File: src/rtl/uart_pkg.sv
// Shared definitions for the UART transmit path: parity modes, shifter states
// and a constant-width helper.
package uart_pkg;

   localparam logic [1:0] PARITY_NONE = 2'd0;
   localparam logic [1:0] PARITY_ODD  = 2'd1;
   localparam logic [1:0] PARITY_EVEN = 2'd2;

   typedef enum logic [2:0] {
      ST_IDLE   = 3'd0,
      ST_START  = 3'd1,
      ST_DATA   = 3'd2,
      ST_PARITY = 3'd3,
      ST_STOP   = 3'd4
   } tx_state_t;

   function automatic int clog2(input int value);
      int result;
      result = 0;
      for (int v = value - 1; v > 0; v = v >> 1) begin
         result = result + 1;
      end
      return result;
   endfunction

endpackage

File: src/rtl/sync_fifo.sv
// Single-clock FIFO with first-word-fall-through head; push is refused when full
// and pop is ignored when empty, so occupancy can never overflow or underflow.
module sync_fifo
   import uart_pkg::*;
#(
   parameter int WIDTH = 8,
   parameter int DEPTH = 4
) (
   input  logic                    clock,
   input  logic                    reset_n,
   input  logic                    push,
   input  logic [WIDTH-1:0]        push_data,
   input  logic                    pop,
   output logic [WIDTH-1:0]        pop_data,
   output logic                    full,
   output logic                    empty,
   output logic [clog2(DEPTH):0]   count
);

   localparam int AW = clog2(DEPTH);

   logic [WIDTH-1:0] mem_reg [DEPTH];
   logic [AW-1:0]    wr_ptr_reg;
   logic [AW-1:0]    rd_ptr_reg;
   logic [AW:0]      count_reg;
   logic             do_push;
   logic             do_pop;

   assign do_push = push && !full;
   assign do_pop  = pop && !empty;

   always_ff @(posedge clock) begin
      if (do_push) begin
         mem_reg[wr_ptr_reg] <= push_data;
      end
   end

   // DEPTH is a power of two, so pointers wrap by natural overflow.
   always_ff @(posedge clock) begin
      if (!reset_n) begin
         wr_ptr_reg <= '0;
         rd_ptr_reg <= '0;
         count_reg  <= '0;
      end else begin
         if (do_push) begin
            wr_ptr_reg <= wr_ptr_reg + AW'(1);
         end
         if (do_pop) begin
            rd_ptr_reg <= rd_ptr_reg + AW'(1);
         end
         case ({do_push, do_pop})
            2'b10:   count_reg <= count_reg + (AW+1)'(1);
            2'b01:   count_reg <= count_reg - (AW+1)'(1);
            default: count_reg <= count_reg;
         endcase
      end
   end

   assign pop_data = mem_reg[rd_ptr_reg];
   assign full     = (count_reg == (AW+1)'(DEPTH));
   assign empty    = (count_reg == '0);
   assign count    = count_reg;

endmodule

File: src/rtl/uart_tx_fifo.sv
// UART transmitter fed from an internal FIFO; frames stream back to back with
// no idle gap while words are queued. Parity and stop count latch per frame.
module uart_tx_fifo
   import uart_pkg::*;
#(
   parameter int CLOCKS_PER_BIT = 8,
   parameter int DATA_BITS      = 8,
   parameter int FIFO_DEPTH     = 4
) (
   input  logic                        clock,
   input  logic                        reset_n,
   input  logic [DATA_BITS-1:0]        tx_data,
   input  logic                        tx_valid,
   output logic                        tx_ready,
   input  logic [1:0]                  parity_mode,
   input  logic                        two_stop,
   output logic                        uart_data,
   output logic                        busy,
   output logic [clog2(FIFO_DEPTH):0]  fifo_count
);

   localparam int CW = clog2(2 * CLOCKS_PER_BIT);
   localparam int BW = clog2(DATA_BITS + 1);
   localparam logic [CW-1:0] BIT_LAST   = CW'(CLOCKS_PER_BIT - 1);
   localparam logic [CW-1:0] STOP2_LAST = CW'(2 * CLOCKS_PER_BIT - 1);
   localparam logic [BW-1:0] DATA_LAST  = BW'(DATA_BITS - 1);

   tx_state_t            state_reg;
   logic                 uart_data_reg;
   logic [CW-1:0]        clk_cnt_reg;
   logic [BW-1:0]        bit_cnt_reg;
   logic [DATA_BITS-1:0] shift_reg;
   logic                 parity_bit_reg;
   logic                 parity_en_reg;
   logic                 two_stop_reg;

   logic                 fifo_push;
   logic                 fifo_full;
   logic                 fifo_empty;
   logic [DATA_BITS-1:0] fifo_head;
   logic                 bit_done;
   logic                 stop_done;
   logic                 load_frame;
   logic                 parity_en_next;
   logic                 parity_bit_next;

   assign tx_ready  = !fifo_full;
   assign fifo_push = tx_valid && tx_ready;

   sync_fifo #(
      .WIDTH (DATA_BITS),
      .DEPTH (FIFO_DEPTH)
   ) u_fifo (
      .clock     (clock),
      .reset_n   (reset_n),
      .push      (fifo_push),
      .push_data (tx_data),
      .pop       (load_frame),
      .pop_data  (fifo_head),
      .full      (fifo_full),
      .empty     (fifo_empty),
      .count     (fifo_count)
   );

   assign bit_done   = (clk_cnt_reg == BIT_LAST);
   assign stop_done  = (clk_cnt_reg == (two_stop_reg ? STOP2_LAST : BIT_LAST));
   // A new frame starts either from idle or on the final stop clock.
   assign load_frame = !fifo_empty &&
                       ((state_reg == ST_IDLE) || ((state_reg == ST_STOP) && stop_done));

   always_comb begin
      parity_en_next  = 1'b0;
      parity_bit_next = 1'b0;
      case (parity_mode)
         PARITY_ODD: begin
            parity_en_next  = 1'b1;
            parity_bit_next = ~^fifo_head;
         end
         PARITY_EVEN: begin
            parity_en_next  = 1'b1;
            parity_bit_next = ^fifo_head;
         end
         PARITY_NONE: parity_en_next = 1'b0;
         default:     parity_en_next = 1'b0;
      endcase
   end

   always_ff @(posedge clock) begin
      if (!reset_n) begin
         state_reg      <= ST_IDLE;
         uart_data_reg  <= 1'b1;
         clk_cnt_reg    <= '0;
         bit_cnt_reg    <= '0;
         shift_reg      <= '0;
         parity_bit_reg <= 1'b0;
         parity_en_reg  <= 1'b0;
         two_stop_reg   <= 1'b0;
      end else if (load_frame) begin
         state_reg      <= ST_START;
         uart_data_reg  <= 1'b0;
         clk_cnt_reg    <= '0;
         shift_reg      <= fifo_head;
         parity_bit_reg <= parity_bit_next;
         parity_en_reg  <= parity_en_next;
         two_stop_reg   <= two_stop;
      end else begin
         case (state_reg)
            ST_IDLE: begin
               uart_data_reg <= 1'b1;
            end
            ST_START: begin
               if (bit_done) begin
                  state_reg     <= ST_DATA;
                  uart_data_reg <= shift_reg[0];
                  clk_cnt_reg   <= '0;
                  bit_cnt_reg   <= '0;
               end else begin
                  clk_cnt_reg <= clk_cnt_reg + CW'(1);
               end
            end
            ST_DATA: begin
               if (bit_done) begin
                  clk_cnt_reg <= '0;
                  if (bit_cnt_reg == DATA_LAST) begin
                     if (parity_en_reg) begin
                        state_reg     <= ST_PARITY;
                        uart_data_reg <= parity_bit_reg;
                     end else begin
                        state_reg     <= ST_STOP;
                        uart_data_reg <= 1'b1;
                     end
                  end else begin
                     bit_cnt_reg   <= bit_cnt_reg + BW'(1);
                     shift_reg     <= shift_reg >> 1;
                     uart_data_reg <= shift_reg[1];
                  end
               end else begin
                  clk_cnt_reg <= clk_cnt_reg + CW'(1);
               end
            end
            ST_PARITY: begin
               if (bit_done) begin
                  state_reg     <= ST_STOP;
                  uart_data_reg <= 1'b1;
                  clk_cnt_reg   <= '0;
               end else begin
                  clk_cnt_reg <= clk_cnt_reg + CW'(1);
               end
            end
            ST_STOP: begin
               if (stop_done) begin
                  state_reg <= ST_IDLE;
               end else begin
                  clk_cnt_reg <= clk_cnt_reg + CW'(1);
               end
            end
            default: begin
               state_reg     <= ST_IDLE;
               uart_data_reg <= 1'b1;
            end
         endcase
      end
   end

   assign uart_data = uart_data_reg;
   assign busy      = (state_reg != ST_IDLE) || !fifo_empty;

endmodule

File: config.mk
export PLATFORM = sky130hd
export DESIGN_NAME = uart_tx_fifo
export DESIGN_NICKNAME = d
export VERILOG_FILES = /design/src/rtl/uart_pkg.sv /design/src/rtl/sync_fifo.sv /design/src/rtl/uart_tx_fifo.sv
export SDC_FILE = /design/constraint.sdc
export NUM_CORES = 1
export LEC_CHECK = 0
export ABC_AREA = 1
export CORE_MARGIN = 4
export CORE_UTILIZATION = 45
export DETAILED_ROUTE_END_ITERATION = 10
export PLACE_DENSITY = 0.67
export SLEW_MARGIN = 20
export SYNTH_ARGS = -nofsm -noshare
export SYNTH_HDL_FRONTEND = slang
export SYNTH_SLANG_ARGS = --single-unit
File: constraint.sdc
create_clock -name clock -period 2.4 [get_ports clock]
set_clock_uncertainty 0.05 [all_clocks]
set_input_delay 0.36 -clock clock [delete_from_list [all_inputs] [get_ports clock]]
set_output_delay 0.36 -clock clock [all_outputs]
set_load 0.03 [all_outputs]
### After elaboration in Yosys (flattened, before gate mapping)

Memory sizes are Yosys's and may differ from the RTL's. A register that Yosys moved wholly into a read port is not among the register bits.
Index checks and enable logic that the tools add are counted.
Widths: inputs -> output; s select.

* reductions and logical operators: 28
* add/subtract/negate cells: 6
* equality and inequality tests: 27
* muxes and demuxes: 34
* bitwise operators: 3

Operators with widths (number)
* $mux 8: 4
* $mux 4: 6
* $mux 3: 6
* $pmux 4 s2: 2
* $ne 3x2->1 const B: 5
* $pmux 3 s5: 1
* $ne 2x2->1 const B: 7
* $reduce_and 6->1: 2
* $mux 1: 10
* $reduce_bool 2->1: 5
* $add 4x1->4 const B: 2
* $eq 4x3->1 const B: 2
* $reduce_xnor 8->1: 1
* $reduce_xor 8->1: 1
* $eq 3x2->1 const B: 2
* $eq 3x3->1 const B: 2
* $logic_not 3->1: 2
* $ne 2x1->1 const B: 3
* $pmux 3 s2: 1
* $logic_and 1x1->1: 5
* $reduce_and 5->1: 1
* $add 2x1->2 const B: 2
* $eq 2x1->1 const B: 2
* $eq 2x2->1 const B: 2
* 16 further kinds: 22

* input port bits: 14
* output and inout bits: 6
* memories kept: 1
* bits in registers: 30
* logic and storage cells: 111
* memory bits (writable): 32

Memories
* u_fifo.mem_reg: words 4, width 8, rd ports 1, clocked after memory_dff 1, write ports 1, RTL line sync_fifo.sv:22 `logic [WIDTH-1:0] mem_reg [DEPTH];`

### Logic depth before layout (Yosys ltp)

Gate-level depths: netlist of run 1.

* depth in word-level cells: 8
* depth in mapped cells: 16
* mapped depth without buffers: 14

### Cells and area by module

A second synthesis of run 1 with hierarchy kept.

* cells, all modules: 396
* area, all modules: 3160.5 µm²

Modules (own cells, without submodules)
* sync_fifo: area an instance 1691.6 µm², instances 1, sequential area each 1141.1 µm², cells an instance 146
* uart_tx_fifo: area an instance 1468.9 µm², instances 1, sequential area each 460.4 µm², cells an instance 250

### Least setup slack after synthesis of run 1

OpenSTA, ideal clock, no wires.

* path type: reg-to-reg
* from: register u_fifo.count_reg[2] (netlist: u_fifo.count[2])
* to: register u_fifo.count_reg[2] (netlist: u_fifo.count[2])
* library setup time: 122 ps
* data arrival time: 2172 ps
* cell stages (with the launch flop): 10
* slack: 56 ps
* data required time: 2228 ps
* path buffers: 0
* clock period less this slack: 2344 ps
* path through: dfxtp_1 > nand3_1 > nand2_1 > ha_1 > inv_1 > fa_1 > a21oi_1 > o21ai_0 > o21ai_0 > a21oi_1

* longest elaborated chain between the ends: 6

Ends and longest elaborated chain
* from (decl): RTL line sync_fifo.sv:25 `logic [AW:0] count_reg;`
* from (signal assigned): RTL line sync_fifo.sv:52 `2'b10: count_reg <= count_reg + (AW+1)'(1);`
* from (signal assigned): RTL line sync_fifo.sv:53 `2'b01: count_reg <= count_reg - (AW+1)'(1);`
* from (signal assigned): RTL line sync_fifo.sv:54 `default: count_reg <= count_reg;`
* $eq 3x3->1 *: RTL line sync_fifo.sv:60 `assign full = (count_reg == (AW+1)'(DEPTH));`
* $logic_not 1->1 *: RTL line uart_tx_fifo.sv:47 `assign tx_ready = !fifo_full;`
* named net tx_ready: RTL line uart_tx_fifo.sv:14 `output logic tx_ready,`
* $logic_and 1x1->1: RTL line uart_tx_fifo.sv:48 `assign fifo_push = tx_valid && tx_ready;`
* $logic_and 1x1->1 *: RTL line sync_fifo.sv:29 `assign do_push = push && !full;`
* $eq 2x1->1 or $eq 2x2->1 (tied branches): RTL line sync_fifo.sv:51 `case ({do_push, do_pop})`
* $pmux 3 s2 or $reduce_bool 2->1 (tied branches)

The timed path passes the listed nets; every way through them passes the cells marked *.
A chain may end at the register's enable or synchronous reset.

### Final worst setup path of run 1

* from: register state_reg[0]
* to: output busy

* longest elaborated chain between the ends: 2

Ends and longest elaborated chain
* from (decl): RTL line uart_tx_fifo.sv:28 `tx_state_t state_reg;`
* from (signal assigned): RTL line uart_tx_fifo.sv:90 `state_reg <= ST_IDLE;`
* from (signal assigned): RTL line uart_tx_fifo.sv:99 `state_reg <= ST_START;`
* from (signal assigned): RTL line uart_tx_fifo.sv:113 `state_reg <= ST_DATA;`
* $reduce_bool 3->1: RTL line uart_tx_fifo.sv:166 `assign busy = (state_reg != ST_IDLE) || !fifo_empty;`
* $logic_or 1x1->1: RTL line uart_tx_fifo.sv:166
* to (decl): RTL line uart_tx_fifo.sv:18 `output logic busy,`

No other way between the ends.

==> impl_metrics.env, run 1 <==
export IMPL_hold_buffers=0
export IMPL_slew_headroom=0.767
export IMPL_clkLatencyLatePin_ps=340
export IMPL_whs_ps=425
export IMPL_ys_warn_count=0
export IMPL_crit_fanout=4
export IMPL_power_total_uw=4510
export IMPL_syn_num_nets=425
export IMPL_setup_viol=0
export IMPL_rsz0062_at_grt="no"
export IMPL_start_util=0.466
export IMPL_finalCritPeriodShare=0.917
export IMPL_gp_congestion=0.874
export IMPL_crit_buf_inv=2
export IMPL_placed_area_um2=3530
export IMPL_overflow=0
export IMPL_crit_family="buffers and inverters"
export IMPL_layout_nets=457
export IMPL_clkTransAtPathRegs_ps=70
export IMPL_pre_cts_ws_ps=194
export IMPL_worst_pin_slew_ps=346
export IMPL_postSynthAreaPerCell_um2=7.98
export IMPL_root_buffer="clkbuf_8"
export IMPL_rows=30
export IMPL_worst_ep_arrival_time_ps=1790
export IMPL_slew_viol_final=0
export IMPL_fin_crit_ps=2200
export IMPL_endpoint_kind="primary output"
export IMPL_layout_setup_ws_ps=199
export IMPL_totalWireLength_um=6440
export IMPL_power_density_nw_per_um2=1210
export IMPL_numCtsBuffers=9
export IMPL_syn2layout_area_growth_pct=16.9
export IMPL_port_buffers=19
export IMPL_ys_ff_latch=64
export IMPL_grt_pass1_vias=2443
export IMPL_drcViolationCount=0
export IMPL_boundaryPins=20
export IMPL_cts_tree="done"
export IMPL_drive_gt1_frac=0.121
export IMPL_final_hold_violation_count=0
export IMPL_final_cell_area_um2=3740
export IMPL_viasPerCell=4.90
export IMPL_p_leak_uw=0.00162
export IMPL_hold_path_class="register to register"
export IMPL_drt_iter0_markers=136
export IMPL_die_x_um=92.3
export IMPL_cts_buffer_depth=2
export IMPL_htreeDepth=3
export IMPL_wl_per_cell_um=12.1
export IMPL_drv_cap=0
export IMPL_crit_path_start_kind="register"
export IMPL_dieArea_um2=8530
export IMPL_dp_hpwl_um=4690
export IMPL_netlist_area_um2=3200
export IMPL_vias=2614
export IMPL_synthCells=401
export IMPL_largest_reg_flops=32
export IMPL_postRouteAntennaNets=0
export IMPL_ys_seq_area_frac=0.500
export IMPL_clock_sinks=64
export IMPL_timing_fmax_ghz=0.454
export IMPL_crit_type="register to primary output"
export IMPL_globalRouteTotalUtil=0.163
export IMPL_grt_pass1_wl_um=10900
export IMPL_core_area_um2=6870
export IMPL_cp_slowest_stage_delay_ps=680
export IMPL_dr_pass1_iters=4
export IMPL_path_cells="inv_2 -> nand2_1 -> nor2_1 -> nand2_1 -> clkdlybuf4s50_1"
export IMPL_cp_required_ps=1990
export IMPL_synth_distinct_cells=31
export IMPL_die_h_um=92.3
export IMPL_nFillCells=636
export IMPL_num_antenna_cells=0
export IMPL_status="finished, final reports clean"
export IMPL_fin_setup_tns_ps=0
export IMPL_cpMostUsedCell="nand2_1"
export IMPL_peakVddDrop_v=0.000534
export IMPL_cp_slowest_cell="clkdlybuf4s50_1"
export IMPL_grt_max_degree=18
export IMPL_antenna_found_initial=0
## layout by cell type (no fill, tap or decap), types with 3 or more instances in the layout
cell type	netlist	final
buf_4	1	11
o21ai_0	15	15
nor2_1	19	19
inv_2	7	7
inv_1	32	32
clkdlybuf4s50_1	0	19
clkbuf_8	0	10
ha_1	9	9
nand3_1	28	28
edfxtp_1	32	32
nor3_1	4	4
dfxtp_1	32	30
nand2_1	159	159
nand2_2	12	12
nand4_1	3	3
a21oi_1	17	17
a31oi_1	7	7
## layout make-up
cell class,count,area [um2],share of cell area
clock buffers,12,145,0.0388
clock inverters,4,68.8,0.0184
inverters,40,155,0.0415
multi-input cells,288,1380,0.368
flip-flops and latches,64,1600,0.429
well taps,96,120,0.0321
repair buffers,30,273,0.0729
## cell families (layout without fill, tap and decap cells)
logic type / count (synthesis) / after routing / share of synthesized area
flip-flops: 64 / 64 / 0.500
buffers and inverters: 49 / 86 / 0.0696
AND/OR/NAND/NOR: 234 / 234 / 0.311
AO/OA/AOI/OAI: 44 / 44 / 0.0774
adder cells (fa/ha/maj): 10 / 10 / 0.0414
## worst reg2reg max path, cell delays in order (launching register included)
cell	delay [ps]
dfxtp_2	340
ha_1	170
nand2_1	90
inv_1	80
nand3_1	100
nand2_1	80
nand2_1	70
inv_2	60
ha_1	140
inv_1	60
fa_1	370
a21oi_1	140
o21ai_0	110
o21ai_0	170
a21oi_1	60
## cells in the mapped netlist
library cell	number	area, um2
nor3_2	2	20.0
a31oi_1	7	43.8
fa_1	1	20.0
nand4_1	3	18.8
buf_2	3	15.0
edfxtp_1	32	961
ha_1	9	113
o21ai_1	1	5.00
a211oi_1	1	7.51
o21ai_0	15	75.1
inv_2	7	26.3
and3_1	2	12.5
nand2_1	159	597
nor2_2	2	12.5
nor4_1	1	6.26
inv_6	1	8.76
o22ai_1	1	6.26
buf_8	1	15.0
nor2_1	19	71.3
nand2_2	12	75.1
o211a_1	1	10.0
inv_1	32	120
a221oi_2	1	15.0
a21oi_1	17	85.1
nor2_4	2	22.5
nor3_1	4	20.0
dfxtp_1	32	641
buf_4	1	7.51
buf_6	2	22.5
nand3_1	28	140
clkbuf_1	2	7.51
## metal layers
layer  vias up  part of all wire  GRT usage
li1       1365                 -          -
met1      1182              0.48      0.206
met2        51              0.46      0.265
met3        16             0.039     0.0357
met4         0             0.023     0.0804
met5         -                 0          0
## repair_timing
item	in CTS	in global routing
gates resized for setup	0	2
hold endpoints to repair	0	0
setup endpoints to repair	0	1
setup buffers	0	0
## worst paths after layout
check	end	cells after the start	slack [ps]	from
min reg2reg	shift_reg[0]	2	420	shift_reg[0]
min	shift_reg[0]	2	420	shift_reg[0]
max	busy	5	200	state_reg[0]
max reg2reg	u_fifo.count[2]	14	200	clk_cnt_reg[1]
## through the flow
step	util	std cells
final	0.545	534
after global routing	0.545	534
after CTS	0.544	534
after detailed placement	0.513	518
after global placement	0.513	518
after floorplan	-	401
## power by group
part / total [uW] / switching [uW] / internal, uW
Sequential: 1500 / 129 / 1370
Combinational: 2000 / 1310 / 687
Clock: 1010 / 397 / 609
Total: 4510 / 1840 / 2670
(Power assumes the default switching activity.)
==> run 2: changes to the inputs <==
--- a/config.mk
+++ b/config.mk
@@ -8,8 +8,11 @@
 export ABC_AREA = 1
 export CORE_MARGIN = 4
 export CORE_UTILIZATION = 45
+export CTS_BUF_LIST = sky130_fd_sc_hd__clkbuf_4
 export DETAILED_ROUTE_END_ITERATION = 10
+export MAX_ROUTING_LAYER = met4
 export PLACE_DENSITY = 0.67
+export SETUP_SLACK_MARGIN = 0.2
 export SLEW_MARGIN = 20
 export SYNTH_ARGS = -nofsm -noshare
 export SYNTH_HDL_FRONTEND = slang
==> run 2 against run 1 <==
Net effect:
- die area unchanged
- design area is 1.1% higher
- sequential share of layout area is 0.37 points lower
- global-route usage grew 0.50 points
- final cell count unchanged
- setup slack improved by 130 ps
- critical path type is now register to register
- critical endpoint is now u_fifo.count[2]
==> impl_metrics.env, run 2 (synthesis gave the netlist of run 1 again) <==
export IMPL_core_area_um2=6870
export IMPL_grt_max_degree=19
export IMPL_crit_fanout=3
export IMPL_boundaryPins=20
export IMPL_fin_crit_ps=2080
export IMPL_rows=30
export IMPL_port_buffers=19
export IMPL_drcViolationCount=0
export IMPL_drv_cap=0
export IMPL_postRouteAntennaNets=0
export IMPL_setup_viol=0
export IMPL_antenna_found_initial=0
export IMPL_fin_setup_tns_ps=0
export IMPL_r2r_start="clk_cnt_reg[0]"
export IMPL_dr_pass1_iters=4
export IMPL_overflow=0
export IMPL_viasPerCell=4.83
export IMPL_htreeDepth=3
export IMPL_layout_nets=457
export IMPL_wl_per_cell_um=12.0
export IMPL_clkTransAtPathRegs_ps=110
export IMPL_p_leak_uw=0.00162
export IMPL_rsz0062_at_grt="no"
export IMPL_crit_type="register to register"
export IMPL_vias=2581
export IMPL_gp_congestion=0.833
export IMPL_crit_family="adder cells"
export IMPL_worst_ep_arrival_time_ps=2320
export IMPL_cp_slowest_stage_delay_ps=380
export IMPL_dieArea_um2=8530
export IMPL_largest_reg_flops=32
export IMPL_slew_viol_final=0
export IMPL_crit_path_start_kind="register"
export IMPL_drt_iter0_markers=114
export IMPL_nFillCells=652
export IMPL_num_antenna_cells=0
export IMPL_final_common_cell="nand2_1"
export IMPL_dp_hpwl_um=4750
export IMPL_cts_buffer_depth=2
export IMPL_die_h_um=92.3
export IMPL_slew_headroom=0.772
export IMPL_hold_start="parity_bit_reg"
export IMPL_hold_buffers=0
export IMPL_cp_slowest_cell="dfxtp_4"
export IMPL_status="finished, final reports clean"
export IMPL_layout_setup_ws_ps=324
export IMPL_globalRouteTotalUtil=0.168
export IMPL_start_util=0.466
export IMPL_clkLatencyLatePin_ps=410
export IMPL_crit_buf_inv=3
export IMPL_numCtsBuffers=9
export IMPL_final_util=0.551
export IMPL_grt_pass1_wl_um=10900
export IMPL_pre_cts_ws_ps=127
export IMPL_final_cell_mix="nand2_1 (156), edfxtp_1 (32), inv_1 (30)"
export IMPL_power_density_nw_per_um2=1220
export IMPL_critPathLaunch="clk_cnt_reg[0]"
export IMPL_cts_tree="done"
export IMPL_die_x_um=92.3
export IMPL_drive_gt1_frac=0.155
export IMPL_cpMostUsedCell="nand2_2"
export IMPL_worst_pin_slew_ps=340
export IMPL_peakVddDrop_v=0.000572
export IMPL_cp_required_ps=2650
export IMPL_grt_pass1_vias=2381
export IMPL_totalWireLength_um=6420
export IMPL_timing_fmax_ghz=0.482
export IMPL_root_buffer="clkbuf_4"
export IMPL_hold_path_class="register to register"
export IMPL_path_cells="ha_4 -> nand2_2 -> inv_2 -> nand3_2 -> nand2_2 -> nand2_2 -> inv_4 -> ha_1 -> inv_2 -> fa_2 -> a21oi_2 -> o21ai_2 -> o21ai_1 -> a21oi_1"
export IMPL_clock_sinks=64
export IMPL_finalCritPeriodShare=0.865
export IMPL_syn2layout_area_growth_pct=18.2
export IMPL_endpoint_kind="register"
export IMPL_final_hold_violation_count=0
run 2: changes by cell type in the layout (fill, tap and decap cells not counted), sizes merged:
cell           previous run  this run
clkbuf                   12         9
bufinv                    2         4
clkdlybuf4s50            19        18
dlygate4sd2               0         1
inv                      40        41
run 2: path summary, 6_finish.rpt:
kind                     end  slack, ps  depth (start not counted)
min reg2reg   parity_bit_reg        430                          2
min           parity_bit_reg        430                          2
max          u_fifo.count[2]        320                         14
max reg2reg  u_fifo.count[2]        320                         14
run 2: timing repair:
action	in CTS	in global routing
setup buffers	1	0
setup endpoints to repair	2	1
cloned	0	0
resized for setup	4	13
pin swaps	0	4
endpoints found under the hold margin	0	0
run 2: tightest hold or removal path, stage by stage, from the launching register on:
cell and delay, ps:
dfxtp_1 340, nand2_1 70, nand2_1 40
run 2: layer usage:
metal / GRT usage / share of wire
met1: 0.194 / 0.45
met2: 0.281 / 0.50
met5: - / 0
met3: 0.0447 / 0.036
met4: 0.0631 / 0.012
run 2: power breakdown:
| group | total, uW | switching (uW) | internal, uW | leakage, uW |
|---|---|---|---|---|
| sequential | 1520 | 140 | 1380 | 0.000557 |
| combinational | 2040 | 1340 | 700 | 0.000951 |
| clock | 1040 | 404 | 636 | 0.000111 |
run 2: cell type report:
type	count	area (um2)	share of cell area
flip-flops and latches	64	1610	0.425
multi-input cells	288	1420	0.374
repair buffers	30	272	0.0718
inverters	40	158	0.0417
clock inverters	7	143	0.0377
well taps	96	120	0.0317
clock buffers	9	67.6	0.0179
run 2: metrics by stage:
stage               instances  hold WS, ps  power, uW  area, um2
floorplan                 401          371       3030       3210
finish                    534          430       4600       3780
global route              534          446       4980       3780
CTS                       534          428       4580       3750
detailed placement        517          411       3510       3530
global placement          517          408       3470       3530
==> run 3: changes to the inputs <==
--- a/config.mk
+++ b/config.mk
@@ -9,6 +9,7 @@
 export CORE_MARGIN = 4
 export CORE_UTILIZATION = 45
 export CTS_BUF_LIST = sky130_fd_sc_hd__clkbuf_4
+export CTS_CLUSTER_SIZE = 12
 export DETAILED_ROUTE_END_ITERATION = 10
 export MAX_ROUTING_LAYER = met4
 export PLACE_DENSITY = 0.67
==> results of run 3 <==
The final DEF is identical to that of run 2; final timing and power are the same.
